$ cat config.mk
export PLATFORM = sky130hd
export DESIGN_NAME = tmds_rx_channel
export DESIGN_NICKNAME = d
export VERILOG_FILES = /design/src/rtl/tmds_rx_channel.sv
export SDC_FILE = /design/constraint.sdc
export NUM_CORES = 1
export LEC_CHECK = 0
export ABC_CLOCK_PERIOD_IN_PS = 4500
export CAP_MARGIN = 0
export CORE_AREA = 2 2 117 130
export DETAILED_ROUTE_END_ITERATION = 7
export DIE_AREA = 0 0 119 132
export HOLD_SLACK_MARGIN = 0.02
export PLACE_DENSITY = 0.57
export SLEW_MARGIN = 20
export SYNTH_ARGS = -nofsm -noshare
export SYNTH_HDL_FRONTEND = slang
export SYNTH_SLANG_ARGS = --single-unit
$ cat constraint.sdc
create_clock -name clock_pixel -period 4.5 [get_ports clock_pixel]
set_input_delay 0.45 -clock clock_pixel [delete_from_list [all_inputs] [get_ports clock_pixel]]
set_output_delay 0.45 -clock clock_pixel [all_outputs]
set_load 0.01 [all_outputs]
$ cat src/rtl/tmds_rx_channel.sv
// TMDS receive channel: finds the 10-bit symbol boundary from control tokens,
// decodes video and sync, and measures active pixels per line and lines per frame.
module tmds_rx_channel #(
   parameter int LOCK_RUN   = 8,
   parameter int SEARCH_WIN = 2048,
   parameter int LOSS_WIN   = 4096
) (
   input  logic        clock_pixel,
   input  logic        HDMI_RESET,
   input  logic [9:0]  iTMDS,
   output logic [7:0]  oData,
   output logic        oDE,
   output logic [1:0]  oCD,
   output logic        SYNC_H,
   output logic        SYNC_V,
   output logic        oLocked,
   output logic [3:0]  oOffset,
   output logic        oSlip,
   output logic [11:0] oHActive,
   output logic [11:0] oVActive
);
   localparam int WIN_W = $clog2(SEARCH_WIN);
   localparam int RUN_W = $clog2(LOCK_RUN + 1);
   localparam int GAP_W = $clog2(LOSS_WIN);
   localparam logic [11:0] CNT_MAX = 12'hFFF;

   typedef enum logic {SEARCH, LOCKED} state_t;

   state_t           state_reg;
   logic [9:0]       prev_reg;
   logic [3:0]       offset_reg;
   logic [WIN_W-1:0] win_reg;
   logic [RUN_W-1:0] run_reg;
   logic [GAP_W-1:0] gap_reg;
   logic [11:0]      pix_reg;
   logic [11:0]      lines_reg;

   logic [19:0] window;
   logic [19:0] shifted;
   logic [9:0]  aligned;
   logic        is_token;
   logic [1:0]  token_cd;
   logic [7:0]  data_d;
   logic [7:0]  data_out;
   logic        de_next;
   logic [1:0]  cd_next;
   logic [7:0]  data_next;
   logic        de_fall;
   logic        vs_rise;
   logic [11:0] lines_plus;

   // Older word sits in the low half, so bit 0 of the window is the earliest bit.
   assign window  = {iTMDS, prev_reg};
   assign shifted = window >> offset_reg;
   assign aligned = shifted[9:0];

   always_comb begin
      is_token = 1'b1;
      token_cd = 2'b00;
      case (aligned)
         10'h354: token_cd = 2'b00;
         10'h0AB: token_cd = 2'b01;
         10'h154: token_cd = 2'b10;
         10'h2AB: token_cd = 2'b11;
         default: is_token = 1'b0;
      endcase
   end

   assign data_d      = aligned[9] ? ~aligned[7:0] : aligned[7:0];
   assign data_out[0] = data_d[0];

   genvar gi;
   generate
      for (gi = 1; gi < 8; gi++) begin : g_dec
         assign data_out[gi] = aligned[8] ? (data_d[gi] ^ data_d[gi-1])
                                          : ~(data_d[gi] ^ data_d[gi-1]);
      end
   endgenerate

   always_comb begin
      de_next   = 1'b0;
      cd_next   = 2'b00;
      data_next = 8'h00;
      if (state_reg == LOCKED) begin
         if (is_token) begin
            cd_next = token_cd;
         end else begin
            de_next   = 1'b1;
            cd_next   = oCD;
            data_next = data_out;
         end
      end
   end

   assign de_fall    = oDE & ~de_next;
   assign vs_rise    = cd_next[1] & ~oCD[1];
   assign lines_plus = (de_fall && lines_reg != CNT_MAX) ? lines_reg + 12'd1 : lines_reg;

   always_ff @(posedge clock_pixel) begin
      if (HDMI_RESET) begin
         state_reg  <= SEARCH;
         prev_reg   <= 10'd0;
         offset_reg <= 4'd0;
         win_reg    <= '0;
         run_reg    <= '0;
         gap_reg    <= '0;
         pix_reg    <= 12'd0;
         lines_reg  <= 12'd0;
         oData      <= 8'h00;
         oDE        <= 1'b0;
         oCD        <= 2'b00;
         oSlip      <= 1'b0;
         oHActive   <= 12'd0;
         oVActive   <= 12'd0;
      end else begin
         prev_reg <= iTMDS;
         oDE      <= de_next;
         oCD      <= cd_next;
         oData    <= data_next;
         oSlip    <= 1'b0;
         case (state_reg)
            SEARCH: begin
               // A completed token run takes priority over a slip due the same cycle.
               if (is_token && run_reg == RUN_W'(LOCK_RUN - 1)) begin
                  state_reg <= LOCKED;
                  run_reg   <= '0;
                  win_reg   <= '0;
                  gap_reg   <= '0;
                  pix_reg   <= 12'd0;
                  lines_reg <= 12'd0;
               end else if (win_reg == WIN_W'(SEARCH_WIN - 1)) begin
                  offset_reg <= (offset_reg == 4'd9) ? 4'd0 : offset_reg + 4'd1;
                  win_reg    <= '0;
                  run_reg    <= '0;
                  oSlip      <= 1'b1;
               end else begin
                  win_reg <= win_reg + WIN_W'(1);
                  run_reg <= is_token ? run_reg + RUN_W'(1) : '0;
               end
            end
            LOCKED: begin
               if (is_token) begin
                  gap_reg <= '0;
               end else if (gap_reg == GAP_W'(LOSS_WIN - 1)) begin
                  state_reg <= SEARCH;
                  gap_reg   <= '0;
                  win_reg   <= '0;
                  run_reg   <= '0;
               end else begin
                  gap_reg <= gap_reg + GAP_W'(1);
               end

               if (de_next) begin
                  pix_reg <= (pix_reg == CNT_MAX) ? CNT_MAX : pix_reg + 12'd1;
               end else if (de_fall) begin
                  oHActive <= pix_reg;
                  pix_reg  <= 12'd0;
               end

               if (vs_rise) begin
                  oVActive  <= lines_plus;
                  lines_reg <= 12'd0;
               end else begin
                  lines_reg <= lines_plus;
               end
            end
            default: state_reg <= SEARCH;
         endcase
      end
   end

   assign oLocked = (state_reg == LOCKED);
   assign oOffset = offset_reg;
   assign SYNC_H  = ~oCD[0];
   assign SYNC_V  = ~oCD[1];
endmodule

==> flow_summary_export.csv, run 1 <==
group,metric,value,unit
cts,cts_buffer_depth,2,
floorplanning,ios,55,
setup_path,cp-start-kind,"flip-flop",
timing,finalHoldViolations,0,
global_route,grt_pass1_vias,4481,
finish,fillerInstances,1390,
timing,setup_viol,0,
power,static-leakage-power,2.15,nW
global_route,grt_use_total,0.166,
setup_path,r2r_slack,510,ps
cts,clkSinkCount,102,
logic_synthesis,synth.avg_cell_area,9.09,sq um
finish,ff_latch_area,2040,sq um
hold_path,hold_path.class,"reg -> reg",
setup_path,worstPathRequired,4740,ps
setup_path,endpoint_kind,"flip-flop",
run,maxCapViolations,0,
route,num_vias,4698,
finish,final_core_util,0.459,
global_route,grt_first_pass_wirelength,21600,um
cts,worstSkewPairLatency,350,ps
placement,place_ws,183,ps
cts,h-tree-depth,3,
cts,cts_hold_buf,0,
global_route,grt_busiest_layer,"met2",
setup_path,reg2regPathDepth,12,
route,drcViolationCount,0,
logic_synthesis,synthFlopType,"dfxtp_1",
cts,cts_tree,"built",
floorplanning,fp.dieArea,15700,sq um
global_route,grt_max_degree,43,
logic_synthesis,synth_area_leaders,"dfxtp_1 36%, mux4_2 5.6%, a21oi_1 4.9%",
power,power_density,266,nW/um^2
setup_path,path_class,"reg -> reg",
finish,antennaDiodeCount,0,
global_route,overflow,0,
route,first_pass_iters,7,
setup_path,slowest_delay,780,ps
cts,numCtsBuffers,9,
global_route,use_met3,0.0260,
logic_synthesis,synth_nets,648,
floorplanning,start_util,0.395,
setup_path,cp.arrival,4230,ps
route,drt_iter0_drc,394,
timing,finalSetupTns,0,ps
floorplanning,rows,46,
cts,path_clk_slew,70,ps
run_status,run_status,"completed",
floorplanning,core,14300,sq um
setup_path,r2r_end,"pix_reg[10]$_SDFFE_PP0P_",
timing,tightest_slew,875,ps
route,avgRoutedWirePerCell,15.0,um
timing,finalWorstSetupSlack,509,ps
placement,io_buffers,54,
global_route,grt.met2_usage,0.267,
setup_path,cp_cell_sequence,"buf_4, mux4_2, mux2i_1, o21ai_0, inv_1, ha_1, nand4_1, mux2_4, o311a_4, a31oi_4, nor2_1, o22a_1",
logic_synthesis,yosysWarnings,0,
cts,cts_resized,0,
hold_path,hold_depth,1,
finish,layout.cells.non_filler,858,
setup_path,rr_startpoint,"oOffset[0]$_SDFFE_PP0P_",
placement,gpl.final_weighted_congestion,0.820,
finish,multi_input_area,3330,sq um
power,power.total,1.75,mW
setup_path,worst-path-max-fanout,32,
hold_path,hold_path_end,"win_reg[9]$_SDFFE_PP0P_",
global_route,antenna_found_initial,0,
finish,drive_gt1_frac,0.113,
cts,post_cts_buffers,0,
finish,area_growth,16.0,%
route,via_per_inst,5.48,
global_route,use_met1,0.222,
timing,max_slew_margin,0.417,
power,irDropWorstVdd,0.000152,V
logic_synthesis,synth_edf_count,0,
cts,ctsRootBufferMaster,"clkbuf_16",
timing,rsz0062_at_grt,"false",
logic_synthesis,async_flop_share,0,
route,routed_wl,12900,um
floorplanning,chipHeight,132,um
logic_synthesis,netlist_area,5670,sq um
timing,fin_skew,8.07,ps
finish,fin_nets,686,
setup_path,slowest_stage,"dfxtp_1",
route,drtAntennaViolNets,0,
timing,fin_crit,3990,ps
timing,slew_violations,0,
timing,finalCritPeriodShare,0.887,
logic_synthesis,synth_top_area_cell,"dfxtp_1",
placement,place_inst,842,
logic_synthesis,synth-seq-area-share,0.360,
logic_synthesis,synth_top_area_frac,0.360,
timing,timing.fmax,251,MHz
placement,dp_hpwl,9110,um
floorplanning,die_x,119,um
logic_synthesis,synthCells,623,
hold_path,min_from,"win_reg[9]$_SDFFE_PP0P_",
logic_synthesis,ys_ff_latch,102,
logic_synthesis,synthDistinctLibCells,68,
[layer usage]
layer / wire [um] / vias up
li1: - / 2353
met1: 6180 / 2246
met2: 6050 / 83
met3: 418 / 16
met4: 235 / 0
met5: 0 / -
[critical path, delay by kind of cell, from the launching register on]
kind / cells / cell delay (ps)
AO/OA/AOI/OAI: 4 / 1290
buffers and inverters: 2 / 390
AND/OR/NAND/NOR: 2 / 270
adder cells (fa/ha/maj): 1 / 190
flip-flops: 1 / 780
multiplexers: 3 / 960
[synthesized netlist by cell type, drive strengths merged, types with 8 or more instances]
cell type	number
nand2	42
a211oi	30
a21oi	56
nand3	29
mux4	14
xor2	8
buf	20
inv	19
nor2	72
clkbuf	15
o21ai	23
nand4	11
a31oi	18
and3	16
ha	13
mux2	9
nor2b	15
mux2i	26
dfxtp	102
xnor2	16
[layout by cell type (no fill, tap or decap), types with 4 or more instances in the layout]
cell / instances
o21ai_0: 18
clkbuf_16: 9
dfxtp_1: 102
nor2_1: 71
a21oi_1: 55
mux2i_1: 24
ha_1: 13
and2_1: 4
nand3_1: 28
a41oi_1: 6
a211oi_1: 18
inv_1: 18
nand4_1: 10
a31oi_1: 15
xor2_1: 8
mux2_2: 7
a21o_1: 4
clkdlybuf4s50_1: 53
nand2b_1: 5
buf_4: 7
nor3_1: 6
xnor2_1: 16
mux4_2: 14
or3_1: 5
nor2b_1: 15
a211oi_2: 12
nand2_1: 41
and3_1: 16
o21ai_1: 4
[final cells by class]
class | instances | share of cell area
timing repair buffer | 62 | 0.0925
clock buffer | 11 | 0.0369
clock inverter | 5 | 0.00514
inverter | 21 | 0.0122
multi-input combinational | 465 | 0.506
sequential | 102 | 0.311
tap | 192 | 0.0365
[logic make-up (layout without fill, tap and decap cells)]
family                     count (synthesis)  in the layout  synth area share
buffers and inverters                     56             99            0.0523
muxes                                     49             49             0.125
and+or+nand+nor                          223            223             0.199
xor gates and xnor gates                  24             24            0.0371
AOI/OAI and AO/OA                        156            156             0.197
DFF                                      102            102             0.360
adders and majority gates                 13             13            0.0287
[worst max-delay path by stage]
stage	end	slack, ps	start	cells past startpoint
after floorplan	oHActive[10]$_SDFFE_PP0P_	950	oOffset[1]$_SDFFE_PP0P_	17
after global placement	pix_reg[10]$_SDFFE_PP0P_	350	iTMDS[2]	11
after detailed placement	pix_reg[4]$_SDFFE_PP0P_	180	iTMDS[2]	13
after CTS	pix_reg[10]$_SDFFE_PP0P_	450	oOffset[0]$_SDFFE_PP0P_	12
after global routing	pix_reg[8]$_SDFFE_PP0P_	140	oOffset[0]$_SDFFE_PP0P_	12
final	pix_reg[10]$_SDFFE_PP0P_	510	oOffset[0]$_SDFFE_PP0P_	12
[through the flow]
step | hold WS [ps] | cell area, sq um
after global routing | 517 | 6570
after global placement | 456 | 6300
final | 485 | 6570
after CTS | 488 | 6570
after detailed placement | 469 | 6300
after floorplan | 431 | 5670
[power breakdown]
part | internal (mW) | switching [mW] | total, mW
Clock | 0.391 | 0.349 | 0.740
Combinational | 0.0436 | 0.0501 | 0.0938
Sequential | 0.909 | 0.00585 | 0.915
Total | 1.34 | 0.405 | 1.75
Power figures use the tool's default switching activity.
==> run 2, diff against run 1 <==
--- a/config.mk
+++ b/config.mk
@@ -6,11 +6,12 @@
 export NUM_CORES = 1
 export LEC_CHECK = 0
-export ABC_CLOCK_PERIOD_IN_PS = 4500
+export ABC_AREA = 1
+export ABC_CLOCK_PERIOD_IN_PS = 3230
 export CAP_MARGIN = 0
-export CORE_AREA = 2 2 117 130
+export CORE_AREA = 2 2 119 133
 export DETAILED_ROUTE_END_ITERATION = 7
-export DIE_AREA = 0 0 119 132
+export DIE_AREA = 0 0 121 135
 export HOLD_SLACK_MARGIN = 0.02
-export PLACE_DENSITY = 0.57
+export PLACE_DENSITY = 0.58
 export SLEW_MARGIN = 20
 export SYNTH_ARGS = -nofsm -noshare
==> constraint.sdc (replaced) <==
create_clock -name clock_pixel -period 3.23 [get_ports clock_pixel]
set_input_delay 0.323 -clock clock_pixel [delete_from_list [all_inputs] [get_ports clock_pixel]]
set_output_delay 0.323 -clock clock_pixel [all_outputs]
set_load 0.02 [all_outputs]
==> run 2 against run 1 <==
  * Clock skew up 1.8 ps
  * Largest power group unchanged
  * Sequential power up 39%
  * Critical path depth up 7
  * Largest cell class unchanged
  * Critical endpoint is now oVActive[0]$_SDFFE_PP0P_
  * Global-route usage up 1.5 points
==> flow_summary_export.csv, run 2 <==
group,metric,value,unit
run_status,run_status,"completed",
logic_synthesis,yosysMostFrequentCell,"nand2_1",
setup_path,endpoint_kind,"flip-flop",
power,power_density,351,nW/um^2
logic_synthesis,synth.area.mux_share,0.00170,
route,drtAntennaViolNets,0,
placement,dp_hpwl,10300,um
run,maxCapViolations,0,
floorplanning,chipHeight,135,um
setup_path,worstPathRequired,3480,ps
timing,timing.fmax,334,MHz
finish,design_area,7130,sq um
setup_path,r2r_slack,240,ps
logic_synthesis,synth_edf_count,0,
route,routed_wl,14400,um
route,first_pass_iters,4,
finish,final_common_cell,"nand2_1",
hold_path,hold_path.class,"in -> reg",
timing,finalHoldViolations,0,
setup_path,cp-start-kind,"flip-flop",
logic_synthesis,synth-xor-area-share,0.0357,
placement,io_buffers,54,
floorplanning,rows,47,
timing,finalCritPeriodShare,0.927,
logic_synthesis,yosys-top-cells-count,"189 x nand2_1, 110 x nand3_1, 102 x dfxtp_1, 77 x a21oi_1, 76 x inv_1",
logic_synthesis,synth_nets,876,
route,num_vias,5598,
setup_path,reg2regPathDepth,19,
logic_synthesis,synth_area_leaders,"dfxtp_1 35%, nand2_1 12%, nand3_1 9.4%",
setup_path,r2r_end,"oVActive[0]$_SDFFE_PP0P_",
global_route,grt_pass1_vias,5041,
logic_synthesis,synth_top_family_by_area,"simple AND/OR/NAND/NOR gates",
cts,clkSinkCount,102,
global_route,grt_use_total,0.180,
cts,cts_buffer_depth,2,
logic_synthesis,synthFlopType,"dfxtp_1",
finish,fillerInstances,1517,
cts,cts_tree,"built",
cts,numCtsBuffers,9,
floorplanning,die_x,121,um
hold_path,hold_depth,2,
logic_synthesis,async_flop_share,0,
global_route,overflow,0,
finish,layout_common_cells,"189 x nand2_1, 110 x nand3_1, 101 x dfxtp_1",
logic_synthesis,synth_top_area_frac,0.347,
route,avgRoutedWirePerCell,12.9,um
route,drt_iter0_drc,369,
finish,drive_gt1_frac,0.131,
logic_synthesis,synth_fa_ha_area_frac,0.0277,
logic_synthesis,netlist_area,5880,sq um
placement,dpl-instance-area,6780,sq um
logic_synthesis,synth.avg_cell_area,6.91,sq um
timing,fin_crit,2990,ps
hold_path,hold_path_end,"lines_reg[9]$_SDFFE_PP0P_",
logic_synthesis,ys_ff_latch,102,
setup_path,worst-path-max-fanout,11,
logic_synthesis,synth-compound-area-share,0.137,
finish,multi_input_area,3320,sq um
logic_synthesis,synth-seq-area-share,0.347,
finish,ff_latch_area,2040,sq um
power,static-leakage-power,2.87,nW
global_route,grt_max_degree,49,
floorplanning,ios,55,
timing,fin_skew,9.87,ps
placement,place_inst,1099,
cts,path_clk_slew,80,ps
logic_synthesis,yosys.area_share.simple,0.358,
cts,cts_hold_buf,0,
logic_synthesis,synth_top_area_cell,"dfxtp_1",
timing,slew_violations,0,
logic_synthesis,synthDistinctLibCells,45,
floorplanning,start_util,0.395,
cts,ctsRootBufferMaster,"clkbuf_16",
setup_path,path_class,"reg -> reg",
floorplanning,core,14900,sq um
floorplanning,fp.dieArea,16300,sq um
finish,antennaDiodeCount,0,
route,via_per_inst,5.01,
finish,layout.cells.non_filler,1117,
route,drcViolationCount,0,
power,irDropWorstVdd,0.000201,V
hold_path,min_from,"HDMI_RESET",
cts,h-tree-depth,3,
timing,setup_viol,0,
global_route,grt_first_pass_wirelength,23900,um
logic_synthesis,yosysWarnings,0,
logic_synthesis,synthCells,851,
timing,tightest_slew,779,ps
finish,fin_nets,941,
cts,worstSkewPairLatency,360,ps
setup_path,cp.arrival,3250,ps
setup_path,rr_startpoint,"oOffset[0]$_SDFFE_PP0P_",
timing,max_slew_margin,0.480,
finish,area_growth,21.3,%
placement,gpl.final_weighted_congestion,0.859,
global_route,antenna_found_initial,0,
==> run 2: cell types whose count changed after synthesis, sizes merged, moves of 22 or more <==
cell / previous run / this run
a211oi: 30 / 2
a21oi: 56 / 78
inv: 19 / 81
mux2i: 26 / 1
nand2: 42 / 203
nand3: 29 / 122
o21ai: 23 / 55
==> run 2: kinds of logic (layout without fill, tap and decap cells) <==
logic type      after synthesis  after routing
compound gates              151            151
xor+xnor                     24             24
fa+ha+maj                    13             13
buf+inv                     125            195
flops                       102            102
mux                           1              1
simple gates                435            435
==> run 2: through the flow <==
step	total power, mW	util	setup TNS [ps]	hold WS, ps	setup slack [ps]
floorplan	1.39	-	0	430	194
global placement	1.44	0.455	-273	452	-62.9
detailed placement	1.44	0.455	-261	453	-50.2
CTS	2.54	0.475	0	416	34.1
global route	2.61	0.479	-6.94	456	-6.94
finish	2.50	0.479	0	431	236
==> run 2: final cells by class <==
cell class                 instances  share of cell area
clock inverter                     7              0.0100
inverter                          81              0.0442
tap                              196              0.0344
clock buffer                       9              0.0316
timing repair buffer              97               0.127
multi-input combinational        624               0.465
sequential                       102               0.286
timing repair inverter             1            0.000702
==> run 2: critical path, stage by stage, from the launching register on <==
cell and delay (ps):
dfxtp_2 370, buf_12 150, or2_2 290, o21ai_1 110, nor2_1 60, o31ai_1 220
o21ai_1 120, buf_4 150, inv_1 60, ha_1 170, nand2_1 90, nor2_4 180
nand2_8 90, nand2_8 110, nand2_8 80, nor3_4 210, buf_12 150, clkinv_2 120
nor2_1 110, nor2_1 50
==> run 2: metal layers <==
metal / global-route usage / routed length [um] / vias to the layer above
met4: 0.0691 / 257 / 0
met2: 0.284 / 6530 / 102
met1: 0.248 / 7110 / 2540
met5: 0 / 0 / -
met3: 0.0270 / 533 / 18
li1: - / - / 2938
==> run 2: where the power goes <==
group | switching (mW) | total [mW] | internal, mW
Clock | 0.548 | 1.10 | 0.548
Sequential | 0.00753 | 1.27 | 1.27
Combinational | 0.0817 | 0.134 | 0.0525
Total | 0.637 | 2.50 | 1.87
==> run 2: what timing repair did <==
action,in CTS,in global routing
pin swaps,0,1
setup endpoints to repair,13,80
gates cloned,0,1
endpoints found under the hold margin,0,0
resized for setup,1,12
setup buffers,0,1
==> run 2: worst max path at each step <==
stage	from	endpoint	slack, ps	cells after the start
floorplan	oOffset[0]$_SDFFE_PP0P_	oVActive[11]$_SDFFE_PP0P_	190	19
global placement	iTMDS[7]	oVActive[11]$_SDFFE_PP0P_	-60	18
detailed placement	iTMDS[7]	oVActive[11]$_SDFFE_PP0P_	-50	18
CTS	oOffset[0]$_SDFFE_PP0P_	oVActive[11]$_SDFFE_PP0P_	30	19
global route	oOffset[0]$_SDFFE_PP0P_	lines_reg[8]$_SDFFE_PP0P_	-7	19
finish	oOffset[0]$_SDFFE_PP0P_	oVActive[0]$_SDFFE_PP0P_	240	19
